===== config.mk =====
export PLATFORM = sky130hd
export DESIGN_NAME = bin2bcd_seq
export DESIGN_NICKNAME = d
export VERILOG_FILES = /design/src/rtl/bin2bcd_seq_pkg.sv /design/src/rtl/bin2bcd_seq_add3.sv /design/src/rtl/bin2bcd_seq.sv
export SDC_FILE = /design/constraint.sdc
export NUM_CORES = 1
export LEC_CHECK = 0
export BUFFER_PORTS_ARGS = -buffer_cell sky130_fd_sc_hd__buf_2
export CAP_MARGIN = 5
export CORE_UTILIZATION = 25
export CTS_CLUSTER_SIZE = 16
export DETAILED_ROUTE_END_ITERATION = 16
export HOLD_SLACK_MARGIN = 0.06
export SYNTH_ARGS = -nofsm -noshare
export SYNTH_HDL_FRONTEND = slang
export SYNTH_HIERARCHICAL = 1
export SYNTH_SLANG_ARGS = --single-unit

===== constraint.sdc =====
create_clock -name clk -period 1.5 [get_ports clk]
set_input_delay 0.075 -clock clk [delete_from_list [all_inputs] [get_ports clk]]
set_output_delay 0.075 -clock clk [all_outputs]
set_load 0.05 [all_outputs]

===== src/rtl/bin2bcd_seq_pkg.sv =====
// Shared definitions for the iterative binary-to-BCD converter:
// digit geometry, FSM encodings and the shift-add-3 correction constants.
package bin2bcd_seq_pkg;

  localparam int DIGIT_W    = 4;
  localparam int NUM_DIGITS = 3;
  localparam int ACC_W      = DIGIT_W * NUM_DIGITS;

  localparam logic [0:0] ST_IDLE  = 1'b0;
  localparam logic [0:0] ST_SHIFT = 1'b1;

  localparam logic [DIGIT_W-1:0] ADD3_THRESH = 4'd5;
  localparam logic [DIGIT_W-1:0] ADD3_VAL    = 4'd3;

endpackage


===== src/rtl/bin2bcd_seq_add3.sv =====
// Single-digit shift-add-3 correction: adds 3 to a BCD digit that is 5 or more,
// so that the following left shift carries correctly into the next digit.
module bcd_add3
  import bin2bcd_seq_pkg::*;
(
  input  logic [DIGIT_W-1:0] digit,
  output logic [DIGIT_W-1:0] adj
);

  assign adj = (digit >= ADD3_THRESH) ? digit + ADD3_VAL : digit;

endmodule


===== src/rtl/bin2bcd_seq.sv =====
// Iterative binary-to-BCD converter, one bit per clock, with a start/busy/done
// handshake. Produces hundreds/tens/units digits after WIDTH shift cycles.
module bin2bcd_seq
  import bin2bcd_seq_pkg::*;
#(
  parameter int WIDTH = 8
) (
  input  logic             clk,
  input  logic             rst_n,
  input  logic             start,
  input  logic [WIDTH-1:0] bin,
  output logic             busy,
  output logic             done,
  output logic [3:0]       bcd2,
  output logic [3:0]       bcd1,
  output logic [3:0]       bcd0
);

  localparam int CNT_W = $clog2(WIDTH + 1);

  logic [0:0]       state;
  logic [CNT_W-1:0] cnt;
  logic [WIDTH-1:0] sreg;
  logic [ACC_W-1:0] acc;
  logic [ACC_W-1:0] acc_adj;
  logic [ACC_W-1:0] acc_next;

  for (genvar g = 0; g < NUM_DIGITS; g++) begin : g_add3
    bcd_add3 u_add3 (
      .digit (acc[g*DIGIT_W +: DIGIT_W]),
      .adj   (acc_adj[g*DIGIT_W +: DIGIT_W])
    );
  end

  // Correction happens on the pre-shift digits; the operand MSB enters units bit 0.
  assign acc_next = {acc_adj[ACC_W-2:0], sreg[WIDTH-1]};

  assign busy = (state == ST_SHIFT);

  always_ff @(posedge clk or negedge rst_n) begin
    if (!rst_n) begin
      state <= ST_IDLE;
      cnt   <= '0;
      sreg  <= '0;
      acc   <= '0;
      done  <= 1'b0;
      bcd2  <= '0;
      bcd1  <= '0;
      bcd0  <= '0;
    end else begin
      done <= 1'b0;
      if (state == ST_IDLE) begin
        if (start) begin
          state <= ST_SHIFT;
          sreg  <= bin;
          acc   <= '0;
          cnt   <= CNT_W'(WIDTH);
        end
      end else begin
        acc  <= acc_next;
        sreg <= {sreg[WIDTH-2:0], 1'b0};
        cnt  <= cnt - 1'b1;
        if (cnt == CNT_W'(1)) begin
          state <= ST_IDLE;
          done  <= 1'b1;
          bcd2  <= acc_next[3*DIGIT_W-1 -: DIGIT_W];
          bcd1  <= acc_next[2*DIGIT_W-1 -: DIGIT_W];
          bcd0  <= acc_next[DIGIT_W-1   -: DIGIT_W];
        end
      end
    end
  end

endmodule


### Word-level counts from Yosys, hierarchy flattened

Index checks and enable logic that the tools add are counted.

* flip-flop bits (word level): 38
* latch bits: 0
* RAM bits: 0
* memory bits (read-only): 0
* output and inout bits: 14
* word-level logic and storage cells: 32
* memories kept: 0

* $add $sub $neg: 4
* $mul: 0
* div/mod/pow operators: 0
* order comparisons: 3
* equal/unequal tests: 1
* shift operators: 0
* mux-type cells: 14
* bitwise gates (word level): 0
* reductions and logical operators: 2

Operator list (number)
* 12-bit two-way mux: 2
* 4-bit two-way mux: 4
* 8-bit two-way mux: 2
* 4-bit by 3-bit >= comparator with 1-bit output (second input constant): 3
* 4-bit by 2-bit adder with 4-bit output (second input constant): 2
* 1-bit two-way mux: 5
* 4-bit by 1-bit equality test with 1-bit output (second input constant): 1
* 4-bit by 1-bit subtractor with 4-bit output (second input constant): 1
* 3-bit by 2-bit adder with 3-bit output (second input constant): 1
* 3-bit two-way mux: 1
* 2-bit AND reduction: 1
* 2-bit nonzero test: 1

### Longest topological paths before layout

Gate-level depths: netlist of the first run.

* word-level depth: 3
* mapped depth: 6

### Hierarchy

Netlist of the first run, hierarchy kept.

Modules (own cells, without submodules)
* bin2bcd_seq: times used 1, cells each 109, area each 1565.3 um2, seq. area each 950.9 um2
* bcd_add3: times used 3, cells each 16, area each 101.3 um2, seq. area each 0.0 um2

### Worst setup path after synthesis of the first run

OpenSTA, ideal clock, no wires.

* kind: flip-flop to flip-flop
* start: register state (netlist: busy)
* end: register bcd0[1]
* setup time: 0.125 ns
* arrival time: 1.560 ns
* data required time: 1.375 ns
* path slack: -0.185 ns
* stages on the path, launching flop included: 6
* buffers on the path: 3
* period minus slack after synthesis: 1.685 ns
* cells stage by stage: dfrtp_1 > buf_6 > nor4bb_4 > buf_6 > buf_12 > mux2_4

* cells in the longest elaborated chain, start to end: 1

RTL lines
* start: declaration: line bin2bcd_seq.sv:21 `logic [0:0] state;`
* start signal: assignment: line bin2bcd_seq.sv:42 `state <= ST_IDLE;`
* start signal: assignment: line bin2bcd_seq.sv:54 `state <= ST_SHIFT;`
* start signal: assignment: line bin2bcd_seq.sv:64 `state <= ST_IDLE;`
* 2-bit AND reduction (no line)
* end signal: assignment: line bin2bcd_seq.sv:68 `bcd0 <= acc_next[DIGIT_W-1 -: DIGIT_W];`
* end: declaration: line bin2bcd_seq.sv:16 `output logic [3:0] bcd0`

No other way between the ends.
A chain may end at the register's enable or synchronous reset.

### Worst setup path after layout of the first run

* start: register cnt[1]
* end: register bcd1[0]

* cells in the longest elaborated chain, start to end: 2

RTL lines
* start: declaration: line bin2bcd_seq.sv:22 `logic [CNT_W-1:0] cnt;`
* start signal: assignment: line bin2bcd_seq.sv:57 `cnt <= CNT_W'(WIDTH);`
* start signal: assignment: line bin2bcd_seq.sv:62 `cnt <= cnt - 1'b1;`
* 4-bit by 1-bit equality test with 1-bit output: line bin2bcd_seq.sv:63 `if (cnt == CNT_W'(1)) begin`
* 2-bit AND reduction (no line)
* end signal: assignment: line bin2bcd_seq.sv:67 `bcd1 <= acc_next[2*DIGIT_W-1 -: DIGIT_W];`
* end: declaration: line bin2bcd_seq.sv:15 `output logic [3:0] bcd1,`

No other way between the ends.

==> impl_results.md, run 1 <==
- Fin. Hold Viols: 0
- Critical path required time: between 1500 and 2000 ps
- Worst Hold Launch: bin[2]
- Via count: 1245
- Worst Reg2Reg Path Length in Cells: 6
- Antenna violations before repair: 0
- Mapped Cells: roughly 150
- Failing checks: negative setup slack
- Setup Crit Path Kind: register to register
- WP data arrival: 1690 ps
- Status: finished with violations
- 1st-pass router iterations: 4
- Clock Tree Root: clkbuf_8
- Max_slew headroom: 67.3%
- Max-slew violation count: 0
- Initial Utilization: a little over a quarter
- First-pass GRT wire length: 5890 um
- Post-DP HPWL: 2410 um
- Hold Path Class: primary input to register
- Nets: 216
- Residual DRC: 0
- Placed instance count: 279
- Die Area: ~7700 um2
- Synthesized area: 1850 um2
- Port Buffers: 24
- Lkg Pwr: between 0.001 and 0.0015 uW
- Worst-path clk slew: 80 ps
- Fin Clk Skew: 5.33 ps
- Iteration-0 DRC Markers: 52
- Vias in the first global route: approximately 1300
- # rows: 30
- Final WS setup: -15.3 ps
- Yosys warns: 6
- Reg2reg end: bcd1[0]$_DFFE_PN0P_
- Layout cells sized above 1: around 41%
- F_max: 0.660 GHz
- CP startpoint kind: register
- Hold EP: sreg[2]$_DFFE_PN0P_
- Crit-path max FO: 7
- Avg Inst Size Synth: about 12 um2
- Syn Nets: 172
- Drt total wl: 3690 um
- R2R setup slack: -20 ps
- Hold path cells: 3
- Gr ovfl total: 0
- H-tree Lvls: 2
- # diodes: 0
- Core ar.: between 6000 and 7000 um2
- CTS tree: done
- Non-filler instance count after layout: 294
- Routed Antenna Nets: 0
- Vias per inst: 4.23
- Max cap viols: 0
- Clk Latency, worst-skew pair: 280 ps
- # clock sinks: 38
- Utilization after layout: 34.6%
- Cell Pwr Density: 2460 nW/um2
- Part of the cycle the worst path needs: 101%
- Chip Width: 88.0 um
- DR WL/cell: approximately 13 um
- GP Congestion: 0.745
- Maximum vdd drop: roughly 0.58 mV
- Power, Total: approximately 5900 uW
- Period minus WS final: 1520 ps
- TritonCTS Buffers: 5
- Ports: 25
- RSZ-0062 raised after global routing: yes
- Worst Setup End Kind: register
- GRT Util Overall: between 10% and 20%
- Measured slew at the worst slew-check pin: 490 ps
- Chip height: 88.0 um
- Longest Clk Path Bufs: 2
- Largest net degree at the start of global routing: 39
- Reg-to-Reg Start: cnt[1]$_DFFE_PN0P_
- Final setup vio count: 5
- Area Overhead vs Synth: 30.4%
[where the power goes]
| group | switching (uW) | internal (uW) |
|---|---|---|
| Combinational | 1740 | 1600 |
| Sequential | 377 | 1490 |
| Clock | 359 | 370 |
| Total | 2480 | 3460 |
[critical path, stage by stage (launching register included)]
cell and delay, ps:
dfrtp_1 390, inv_2 80, ha_4 120, nor4bb_4 180, buf_4 180, clkbuf_16 160, mux2_4 290
[cell usage in the layout (no fill, tap or decap)]
cell           count
mux2i_2            2
clkbuf_8           6
xor2_1             1
buf_12             2
nand2b_4           3
ha_4               1
nor3_1             1
dfrtp_2            1
o21ai_0            9
buf_4             16
ha_1               5
ha_2               2
dfrtp_1           37
nand2_1           18
a31oi_1            1
xnor2_1            3
inv_1              5
buf_2             24
nor4bb_4           1
a21oi_4            3
clkinvlp_4         1
nor2_1             5
nor2_2             1
mux2i_1            9
clkbuf_16          1
or4_1              1
o31ai_1            1
mux2_2             1
clkinv_2           1
mux2_4            12
o21ai_1            2
nand2b_1           2
inv_2              4
dlygate4sd3_1      2
a22o_1            14
[state kept, by name, summed over array words and instances, names as in the netlist]
| name | count |
|---|---|
| cnt | 4 |
| busy | 1 |
| bcd1 | 4 |
| sreg | 8 |
| done | 1 |
| acc | 12 |
| bcd2 | 4 |
| bcd0 | 4 |
[per-layer routing]
layer	GRT usage (%)	vias up	part of all wire, %
li1	-	618	-
met1	12.7	606	49
met2	16.8	19	47
met3	2.83	2	2.9
met4	2.68	0	0.60
met5	0	-	0
[final cells by class]
cell class | count | area, um2
clock buffers | 6 | 82.6
clock inverters | 2 | 12.5
fillers | 727 | 4570
inverters | 9 | 33.8
multi-input cells | 98 | 886
flip-flops and latches | 38 | 952
well taps | 96 | 120
repair buffers | 45 | 325
[per-stage QoR]
step | hold slack [ps] | setup slack [ps] | TNS [ps] | cell area (um2)
2_1_floorplan | -221 | -45.5 | -364 | 1850
3_3_place_gp | 158 | -30.4 | -128 | 2160
3_5_place_dp | 155 | -59.4 | -448 | 2160
4_1_cts | 80.9 | -63.6 | -448 | 2280
5_1_grt | 84.4 | -87.9 | -993 | 2410
6_report | 85.2 | -15.3 | -56.9 | 2410
[worst max path at each step]
stage,start,endpoint,slack (ps),depth (start not counted)
final,cnt[1]$_DFFE_PN0P_,bcd1[0]$_DFFE_PN0P_,-20,6
after global routing,cnt[1]$_DFFE_PN0P_,bcd0[2]$_DFFE_PN0P_,-90,6
after CTS,cnt[1]$_DFFE_PN0P_,bcd0[0]$_DFFE_PN0P_,-60,5
after detailed placement,cnt[1]$_DFFE_PN0P_,bcd1[3]$_DFFE_PN0P_,-60,5
after global placement,cnt[1]$_DFFE_PN0P_,bcd1[3]$_DFFE_PN0P_,-30,5
after floorplan,busy$_DFF_PN0_,bcd0[1]$_DFFE_PN0P_,-50,5
[timing repair]
action / in CTS / in global routing
pin swaps: 2 / 6
hold buffers: 2 / 0
setup endpoints to repair: 14 / 17
buffers inserted: 1 / 3
hold endpoints to repair: 39 / 0
gates resized for setup: 2 / 18
gates cloned: 0 / 1
No activity file was read; power rests on OpenSTA's default activity.
==> run 2: changes to the inputs <==
PLACE_DENSITY = 0.39   (was default)
==> run 2 against run 1 <==
The run now ends clean. Core utilization down 0.18 points. Clock power about the same. Hold slack worse by 7.6 ps. First-iteration DRC count down 21%. Die area unchanged. Sequential power about the same. Register-to-register slack better by 60 ps. Cell area down 0.52%. Largest cell class unchanged. Largest power group unchanged.
==> impl_results.md, run 2 (synthesis results as in run 1) <==
- Chip height: 88.0 um
- Final setup vio count: 0
- Layout cells sized above 1: a little over two fifths
- Crit-path max FO: 6
- Reg-to-Reg Start: cnt[1]$_DFFE_PN0P_
- TritonCTS Buffers: 5
- Worst Reg2Reg Path Length in Cells: 5
- Die Area: approximately 7700 um2
- Max_slew headroom: 59.1%
- RSZ-0062 raised after global routing: yes
- Filler cell count: 734
- Iteration-0 DRC Markers: 41
- WP data arrival: 1630 ps
- Ports: 25
- Power, Total: about 6000 uW
- Core ar.: 6980 um2
- Drt total wl: 3870 um
- Hold path cells: 3
- Fin. Hold Viols: 0
- Worst Setup End Kind: register
- Most common cell after layout, fill and taps aside: dfrtp_1
- Reg with most FFs: acc
- Cell Pwr Density: 2480 nW/um2
- Vias per inst: around 4.3
- Vias in the first global route: 1285
- Via count: 1268
- Gr ovfl total: 0
- CP top delay family: flip-flops
- F_max: around 0.69 GHz
- Measured slew at the worst slew-check pin: between 600 and 700 ps
- Fin Clk Skew: ~11 ps
- Max-slew violation count: 0
- CP Depth: 5
- Status: finished, final reports clean
- R2R setup slack: 40 ps
- Largest regs: acc (12), sreg (8)
- Cell Chain, Critical Path: inv_2, ha_4, nor4bb_4, buf_6, mux2_2
- Area Overhead vs Synth: 29.8%
- Period minus WS final: 1460 ps
- Hold EP: sreg[3]$_DFFE_PN0P_
- Clock Tree Root: clkbuf_8
- Max cap viols: 0
- Largest register FFs: 12
- Commonest non-fill, non-tap cells in the layout: 37 x dfrtp_1, 24 x buf_2, 18 x nand2_1, 18 x buf_4, 14 x a22o_1
- Initial Utilization: 26.5%
- CP startpoint kind: register
- H-tree Lvls: 2
- CP bufs+invs: 2
- GP Congestion: 0.750
- Worst Hold Launch: bin[3]
- DR WL/cell: 13.1 um
- Antenna violations before repair: 0
- Setup Crit Path Kind: register to register
- Crit path max-delay cell type: dfrtp_1
- Routed Antenna Nets: 0
- Residual DRC: 0
- Lkg Pwr: 0.00115 uW
- Clk Latency, worst-skew pair: roughly 280 ps
- Worst-path clk slew: approximately 80 ps
- # rows: 30
- # diodes: 0
- GRT Util Overall: between 10 and 15%
- 1st-pass router iterations: 4
- Port Buffers: 24
- Reg2reg end: bcd1[3]$_DFFE_PN0P_
- Largest net degree at the start of global routing: 35
- Chip Width: about 88 um
- Nets: 218
- Post-DP HPWL: 2680 um
- Longest Clk Path Bufs: 2
- CTS tree: done
- Hold Path Class: primary input to register
- # clock sinks: 38
- First-pass GRT wire length: ~6200 um
- Critical path required time: 1670 ps
- Maximum vdd drop: between 0.4 and 0.5 mV
- Utilization after layout: 34.4%
- CP peak stage delay: ~390 ps
- Part of the cycle the worst path needs: 97.1%
run 2: through the flow:
stage          setup slack (ps)  TNS, ps  instances  area [um2]  hold WS, ps
2_1_floorplan             -45.5     -364        153        1850         -221
3_3_place_gp              -42.2     -129        281        2160          125
6_report                   43.0        0        296        2400         77.6
4_1_cts                    7.11        0        292        2310         72.8
3_5_place_dp              -72.5     -490        281        2160          138
5_1_grt                   -47.4    -96.7        296        2400         92.5
run 2: timing repair:
item | in CTS | in global routing
cloned | 0 | 0
endpoints found under the setup margin | 14 | 17
gates resized for setup | 7 | 16
setup buffers | 1 | 4
pin swaps | 3 | 5
hold endpoints to repair | 26 | 0
hold buffers | 2 | 0
run 2: power by group:
| part | internal [uW] | leakage, uW | total (uW) | switching, uW |
|---|---|---|---|---|
| registers | 1490 | 0.000479 | 1870 | 382 |
| clock network | 370 | 0.0000472 | 726 | 357 |
| logic | 1600 | 0.000620 | 3360 | 1760 |
run 2: layout make-up:
cell class,count,area (um2),share of cell area [%]
multi-input cells,98,881,36.7
clock inverters,2,12.5,0.521
clock buffers,6,82.6,3.44
repair buffers,47,318,13.2
inverters,9,33.8,1.41
flip-flops and latches,38,952,39.7
well taps,96,120,5.01
run 2: worst reg2reg max path, delay by kind of cell, from the launching register on:
kind | cells | cell delay (ps)
adders and majority gates | 1 | 120
muxes | 1 | 330
buffers and inverters | 2 | 270
DFF | 1 | 390
and+or+nand+nor | 1 | 240
run 2: worst max-delay path by stage:
| stage | from | end | slack [ps] |
|---|---|---|---|
| final | cnt[1]$_DFFE_PN0P_ | bcd1[3]$_DFFE_PN0P_ | 40 |
| after global routing | acc[1]$_DFFE_PN0P_ | acc[2]$_DFFE_PN0P_ | -50 |
| after CTS | acc[1]$_DFFE_PN0P_ | acc[2]$_DFFE_PN0P_ | 7 |
| after detailed placement | cnt[1]$_DFFE_PN0P_ | bcd2[3]$_DFFE_PN0P_ | -70 |
| after global placement | cnt[1]$_DFFE_PN0P_ | bcd2[3]$_DFFE_PN0P_ | -40 |
| after floorplan | busy$_DFF_PN0_ | bcd0[1]$_DFFE_PN0P_ | -50 |
run 2: per-layer routing:
metal	global-route usage, %	vias to the layer above	routed length (um)
li1	-	622	-
met1	13.4	622	1820
met2	18.0	22	1880
met3	2.92	2	141
met4	3.58	0	24
met5	0	-	0
==> run 3: changes to the inputs <==
ABC_CLOCK_PERIOD_IN_PS = 1500   (was default)
CTS_BUF_LIST = sky130_fd_sc_hd__clkbuf_4   (was default)
==> run 3 against run 2 <==
Total power is 3.1% lower. Sequential share of layout area is 0.47 points lower. Hold slack better by 2.7 ps. Critical path type unchanged. Routed wire length hardly changed.
==> impl_results.md, run 3 (synthesis results as in run 1) <==
- Status: finished, final reports clean
- DR WL/cell: 12.8 um
- CP startpoint kind: register
- Crit path max-delay cell type: dfrtp_1
- Period minus WS final: 1450 ps
- Gr ovfl total: 0
- Die Area: 7740 um2
- Vias per inst: 4.27
- CTS tree: done
- Fin Clk Skew: 19.9 ps
- Lkg Pwr: ~0.0012 uW
- Max_slew headroom: slightly below 60%
- Crit-path max FO: 3
- Routed Antenna Nets: 0
- Hold slack final: 80.3 ps
- Post-DP HPWL: 2680 um
- Chip height: 88.0 um
- Largest regs: acc (12), sreg (8)
- Chip Width: 88.0 um
- Iteration-0 DRC Markers: a little under 50
- Port Buffers: 24
- Cell Chain, Critical Path: inv_2, ha_2, nand2b_4, a21oi_4, mux2i_2, a22o_1
- Setup Crit Path Kind: register to register
- Hold Path Class: primary input to register
- Area occupied by multi-input gates: 891 um2
- Final setup vio count: 0
- Max-slew violation count: 0
- Longest Clk Path Bufs: 2
- Vias in the first global route: 1297
- Filler cell count: 730
- Antenna violations before repair: 0
- Largest register FFs: 12
- GRT Util Overall: 10.9%
- GP Congestion: 0.750
- Area Overhead vs Synth: 31.3%
- FF/Latch Area: 952 um2
- Commonest non-fill, non-tap cells in the layout: 37 x dfrtp_1, 24 x buf_2, 18 x nand2_1, 18 x buf_4, 14 x a22o_1
- H-tree Lvls: 2
- Reg with most FFs: acc
- Max cap viols: 0
- Worst-path clk slew: 110 ps
- Part of the cycle the worst path needs: a little over nine tenths
- Worst Setup End Kind: register
- Measured slew at the worst slew-check pin: roughly 600 ps
- F_max: 0.690 GHz
- Maximum vdd drop: roughly 0.55 mV
- Fin. Hold Viols: 0
- CP peak stage delay: 410 ps
- Power, Total: 5770 uW
- Core ar.: 6980 um2
- Clk Latency, worst-skew pair: about 350 ps
- Nets: roughly 220
- Via count: around 1300
- # rows: 30
- Clock Tree Root: clkbuf_4
- Layout cells sized above 1: between 40% and 50%
- Drt total wl: 3870 um
- Initial Utilization: around a quarter
- # diodes: 0
- Most common cell after layout, fill and taps aside: dfrtp_1
- Residual DRC: 0
- Ports: 25
- 1st-pass router iterations: 4
- Critical path required time: 1770 ps
- First-pass GRT wire length: between 6000 and 7000 um
- # clock sinks: 38
- Cell Pwr Density: ~2400 nW/um2
- WP data arrival: ~1700 ps
- TritonCTS Buffers: 5
- Placed instance count: around 280
- RSZ-0062 raised after global routing: yes
- Non-filler instance count after layout: around 300
- Largest net degree at the start of global routing: 35
[run 3: area by class of cell]
type                    count  share of cell area (%)
well taps                  96                    4.95
clock inverters             3                   0.670
clock buffers               5                    1.55
repair buffers             53                    15.6
flip-flops and latches     38                    39.2
inverters                   9                    1.39
multi-input cells          98                    36.7
[run 3: report_power, final]
| group | leakage (uW) | switching (uW) | internal (uW) | total, uW |
|---|---|---|---|---|
| combinational | 0.000647 | 1760 | 1620 | 3380 |
| sequential | 0.000479 | 383 | 1480 | 1870 |
| clock | 0.0000286 | 340 | 175 | 514 |
[run 3: worst max-delay path, delay by kind of cell, from the launching register on]
kind | cells | cell delay [ps]
AO/OA/AOI/OAI | 2 | 350
adder cells (fa/ha/maj) | 1 | 210
buffers and inverters | 1 | 80
flip-flops | 1 | 410
multiplexers | 1 | 280
AND/OR/NAND/NOR | 1 | 70
[run 3: path summary, 6_finish.rpt]
| kind | endpoint | cells past startpoint | from | slack (ps) |
|---|---|---|---|---|
| max reg2reg | acc[2]$_DFFE_PN0P_ | 6 | acc[1]$_DFFE_PN0P_ | 50 |
| max in group asynchronous | acc[2]$_DFFE_PN0P_ | 3 | rst_n | 660 |
| min in group asynchronous | bcd2[3]$_DFFE_PN0P_ | 2 | rst_n | 260 |
| min reg2reg | sreg[3]$_DFFE_PN0P_ | 2 | sreg[2]$_DFFE_PN0P_ | 500 |
| min | sreg[1]$_DFFE_PN0P_ | 3 | bin[1] | 80 |
| max | acc[2]$_DFFE_PN0P_ | 6 | acc[1]$_DFFE_PN0P_ | 50 |
[run 3: routing by layer]
layer  wire length (um)  share of wire, %  vias to the layer above  track usage [%]
met5                  0                 0                        -                0
met4                 43               1.1                        0             4.47
met3                145               3.7                        4             2.92
met2               1880                49                       22             17.8
met1               1800                47                      631             13.7
li1                   -                 -                      634                -
[run 3: per-stage QoR]
step / utilization (%) / setup TNS (ps) / worst slack (ps) / area [um2]
floorplan: - / -364 / -45.5 / 1850
global placement: 30.9 / -129 / -42.2 / 2160
detailed placement: 30.9 / -490 / -72.5 / 2160
CTS: 33.3 / 0 / 9.16 / 2330
global route: 34.8 / -117 / -54.0 / 2430
finish: 34.8 / 0 / 50.7 / 2430
[run 3: timing repair]
item | in CTS | in global routing
resized for setup | 8 | 18
pin swaps | 4 | 5
endpoints found under the setup margin | 14 | 18
hold buffers | 8 | 0
hold endpoints to repair | 32 | 0
buffers inserted | 1 | 4
